File: src/rtl/digit_entry_buffer.sv
// Digit-entry register for the calculator front end: edge-detected digit entry,
// backspace, clear, decimal/hex filtering, ALU result loading and display blanking.
module digit_entry_buffer #(
    parameter int NDIG = 10,
    parameter int DW   = 4,
    parameter int CW   = $clog2(NDIG + 1)
) (
    input  logic                 CLK82MHZ,
    input  logic                 reset_n,
    input  logic                 enter,
    input  logic [DW-1:0]        num,
    input  logic                 digit_sel,
    input  logic                 backspace,
    input  logic                 clear,
    input  logic                 dec_mode,
    input  logic                 load,
    input  logic [NDIG*DW-1:0]   load_value,
    output logic [NDIG*DW-1:0]   mostrar,
    output logic [CW-1:0]        count,
    output logic                 full,
    output logic                 reject,
    output logic [NDIG-1:0]      blank
);

    localparam logic [1:0] ST_EMPTY  = 2'd0;
    localparam logic [1:0] ST_ENTRY  = 2'd1;
    localparam logic [1:0] ST_RESULT = 2'd2;

    localparam logic [CW-1:0] NDIG_C = CW'(NDIG);

    logic                r_enter_q;
    logic                r_bs_q;
    logic [1:0]          r_state;
    logic [NDIG*DW-1:0]  r_mostrar;
    logic [CW-1:0]       r_count;
    logic                r_reject;

    logic                w_enter_edge;
    logic                w_bs_edge;
    logic [CW-1:0]       w_load_count;
    logic [1:0]          w_state_next;
    logic [NDIG*DW-1:0]  w_mostrar_next;
    logic [CW-1:0]       w_count_next;
    logic                w_reject_next;

    assign w_enter_edge = enter & ~r_enter_q & digit_sel;
    assign w_bs_edge    = backspace & ~r_bs_q;

    // Significant digits of a loaded result: position of the highest nonzero digit + 1.
    always_comb begin
        w_load_count = '0;
        for (int i = 0; i < NDIG; i++) begin
            if (load_value[i*DW +: DW] != '0) begin
                w_load_count = CW'(i + 1);
            end
        end
    end

    always_comb begin
        w_state_next   = r_state;
        w_mostrar_next = r_mostrar;
        w_count_next   = r_count;
        w_reject_next  = 1'b0;
        if (clear) begin
            w_state_next   = ST_EMPTY;
            w_mostrar_next = '0;
            w_count_next   = '0;
        end else if (load) begin
            w_state_next   = ST_RESULT;
            w_mostrar_next = load_value;
            w_count_next   = w_load_count;
        end else if (w_enter_edge) begin
            if (dec_mode && (num > DW'(9))) begin
                w_reject_next = 1'b1;
            end else if (r_state != ST_ENTRY) begin
                // A result on display is discarded, so both cases start from an empty register.
                if (num == '0) begin
                    w_state_next   = ST_EMPTY;
                    w_mostrar_next = '0;
                    w_count_next   = '0;
                end else begin
                    w_state_next   = ST_ENTRY;
                    w_mostrar_next = {{((NDIG-1)*DW){1'b0}}, num};
                    w_count_next   = CW'(1);
                end
            end else if (r_count == NDIG_C) begin
                w_reject_next = 1'b1;
            end else begin
                w_state_next   = ST_ENTRY;
                w_mostrar_next = {r_mostrar[NDIG*DW-DW-1:0], num};
                w_count_next   = r_count + CW'(1);
            end
        end else if (w_bs_edge) begin
            if (r_state == ST_ENTRY) begin
                w_mostrar_next = {{DW{1'b0}}, r_mostrar[NDIG*DW-1:DW]};
                w_count_next   = r_count - CW'(1);
                if (r_count == CW'(1)) begin
                    w_state_next = ST_EMPTY;
                end
            end else if (r_state == ST_RESULT) begin
                w_state_next   = ST_EMPTY;
                w_mostrar_next = '0;
                w_count_next   = '0;
            end
        end
    end

    always_ff @(posedge CLK82MHZ) begin
        if (!reset_n) begin
            r_enter_q <= 1'b1;
            r_bs_q    <= 1'b1;
            r_state   <= ST_EMPTY;
            r_mostrar <= '0;
            r_count   <= '0;
            r_reject  <= 1'b0;
        end else begin
            r_enter_q <= enter;
            r_bs_q    <= backspace;
            r_state   <= w_state_next;
            r_mostrar <= w_mostrar_next;
            r_count   <= w_count_next;
            r_reject  <= w_reject_next;
        end
    end

    assign mostrar = r_mostrar;
    assign count   = r_count;
    assign reject  = r_reject;
    assign full    = (r_state == ST_ENTRY) && (r_count == NDIG_C);

    assign blank[0] = 1'b0;
    generate
        for (genvar gi = 1; gi < NDIG; gi++) begin : g_blank
            assign blank[gi] = (r_count <= CW'(gi));
        end
    endgenerate

endmodule
File: config.mk
export PLATFORM = sky130hd
export DESIGN_NAME = digit_entry_buffer
export DESIGN_NICKNAME = d
export VERILOG_FILES = /design/src/rtl/digit_entry_buffer.sv
export SDC_FILE = /design/constraint.sdc
export NUM_CORES = 1
export LEC_CHECK = 0
export ABC_AREA = 1
export CAP_MARGIN = 20
export CORE_MARGIN = 3
export CORE_UTILIZATION = 45
export CTS_CLUSTER_SIZE = 14
export DETAILED_ROUTE_END_ITERATION = 10
export GPL_TIMING_DRIVEN = 1
export PLACE_DENSITY = 0.86
export SYNTH_ARGS = -nofsm -noshare
export SYNTH_HDL_FRONTEND = slang
export SYNTH_SLANG_ARGS = --single-unit
File: constraint.sdc
create_clock -name CLK82MHZ -period 1.99 [get_ports CLK82MHZ]
set_input_delay 0.2985 -clock CLK82MHZ [delete_from_list [all_inputs] [get_ports CLK82MHZ]]
set_output_delay 0.2985 -clock CLK82MHZ [all_outputs]
set_load 0.05 [all_outputs]
==> run metrics <==
Reg area=983 sq um; Slew headroom=65.1%; Syn Area/Cell=6.67 sq um; Crit path required time=1.69 ns; setup TNS=0 ns; fin. max-slew vios=0; via count=3666; die height=a little under 90 um; Clock Tree Root=clkbuf_8; power density over the cells=between 500 and 600 nW/um^2; sequential area share after synthesis=33.4%; worst hold margin=between 0.5 and 0.6 ns; synthesized area=2940 sq um; endpoints failing hold=0; Post-Layout Inst Area=4390 sq um; nets@finish=612; Netlist cell types=40; First-pass DRT Iterations=5; clock latency at the later pin of the worst-skew pair=0.32 ns; multi-input logic area=~1600 sq um; CP max FO=8; fin cells=630; CTS tree=built; cell area after placement=approximately 4300 sq um; Max rail drop VDD=0.000434 V; status=finished clean; PostCTS Resize Cnt=0; post-synth top area cell=dfxtp_1; drt drc=0; Post-synth EDFFs=0; share of cells above drive strength 1=approximately an eighth; grt ovf=0; Critical Path End Type=output port; Critical Path Source Type=flip-flop; die area=about 7500 sq um; RD Place Congestion=roughly 0.90; Post CTS Setup Buffer Count=0; initial DRC count=391; vias per cell=5.82; Crit path arrival time=1.63 ns; core footprint=a little over 6000 sq um; die width=86.8 um; I/O Buffers=106; drt wl/cell=between 15 and 20 um; asr flop ratio synth=0%; Final min period=1.93 ns; WL final=10600 um; worst hold path type=reg2reg; largest net degree at the start of global routing=39; Fmax=0.518 GHz; Setup violations, final=0; first-pass GRT wire length=16800 um; antenna-violating nets left=0; total global-route track usage=27.8%; top cell type's share of synthesized area=33.4%; total CTS buffers=5; I/O pin count=between 100 and 150; Mapped Nets=499; Mapped Cells=441; Filler cells=481; part of the cycle the worst path needs=between 90% and 100%; Post-synth top cells=nand2_1, a21oi_1, dfxtp_1; Main synth FF type=dfxtp_1; number of global-route vias before repair=3614; Ys Warns=0; clk_skew=0.0167 ns; Yosys reg bits=between 40 and 50; Leak=between 1.5 and 2 nW; Crit Path Category=reg2out; final core utilization=71.6%; RSZ-0062 raised after global routing=no; Area contributors post-synth=dfxtp_1, a21oi_1, nand2_1; Placed Instances=622; FP Rows=28; count leader, synth=nand2_1; DP HPWL=7870 um; Worst-path clk slew=around 0.090 ns; initial core utilization=48.0%; maximum root-to-sink buffer count=2; max cap viols=0; H-Tree Depth=2; diode count=0; initial antenna violation count=0; CTS Hold Bufs=0; worst-margin pin slew=0.521 ns; # clock sinks=49; Layout Area Growth over Synthesis=49.4%
logic make-up (layout without fill, tap and decap cells):
logic type / after synthesis / after routing / synth area share [%]
other: 1 / 1 / 0.128
XOR/XNOR: 3 / 3 / 0.894
AND/OR/NAND/NOR: 137 / 137 / 20.0
AO/OA/AOI/OAI: 165 / 165 / 31.4
flip-flops: 49 / 49 / 33.4
buffers and inverters: 80 / 194 / 11.7
adder cells (fa/ha/maj): 6 / 6 / 2.55
final timing paths:
kind            endpoint  slack, ns  cells past startpoint         from
max             blank[7]       0.06                      2     count[3]
min          mostrar[36]       0.50                      2  mostrar[36]
max reg2reg   mostrar[6]       0.09                      8   r_state[1]
min reg2reg  mostrar[36]       0.50                      2  mostrar[36]
where the power goes:
group	internal, mW	leakage (nW)	total [mW]	switching [mW]
sequential	1.02	0.401	1.06	0.0403
combinational	0.287	1.22	0.702	0.415
clock	0.377	0.0585	0.747	0.369
total	1.69	1.68	2.51	0.824
per-layer routing:
layer / track usage (%) / wire length, um / vias to the layer above
li1: - / - / 1729
met1: 35.8 / 4240 / 1668
met2: 45.7 / 5050 / 242
met3: 6.08 / 1140 / 27
met4: 9.77 / 186 / 0
met5: 0 / 0 / -
placed cells by master, fill, tap and decap left out, types with 2 or more instances in the layout:
cell / instances
a211oi_2: 2
a21oi_1: 57
a221oi_1: 4
a31oi_1: 14
and2_1: 2
buf_12: 11
buf_4: 26
clkbuf_8: 5
clkdlybuf4s50_1: 96
dfxtp_1: 47
dfxtp_2: 2
ha_1: 6
inv_1: 47
inv_2: 4
nand2_1: 60
nand2_2: 3
nand3_1: 17
nor2_1: 41
nor2_2: 3
nor3_1: 6
o21ai_0: 17
o21ai_1: 43
o22ai_1: 19
o31ai_1: 2
xnor2_1: 2
final cells by class:
cell class | count | area share [%]
multi-input combinational | 312 | 37.0
clock inverter | 3 | 0.997
inverter | 53 | 4.59
timing repair buffer | 133 | 31.3
sequential | 49 | 22.4
tap | 75 | 2.14
clock buffer | 5 | 1.57
stage by stage:
| stage | setup WS [ns] | total power [mW] |
|---|---|---|
| after detailed placement | -0.0972 | 1.77 |
| after global placement | 0.0403 | 1.76 |
| final | 0.0596 | 2.51 |
| after floorplan | -0.0133 | 1.46 |
| after CTS | 0.0269 | 2.50 |
| after global routing | 0.00559 | 2.59 |
state kept, by name, summed over array words and instances (netlist names):
signal / count
reject: 1
r_bs_q: 1
count: 4
r_state: 2
r_enter_q: 1
mostrar: 40
worst max-delay path, cell delays in order, from the launching register on:
cell	delay (ns)
dfxtp_2	0.37
inv_2	0.13
clkdlybuf4s50_1	0.83
(Power assumes the default switching activity.)
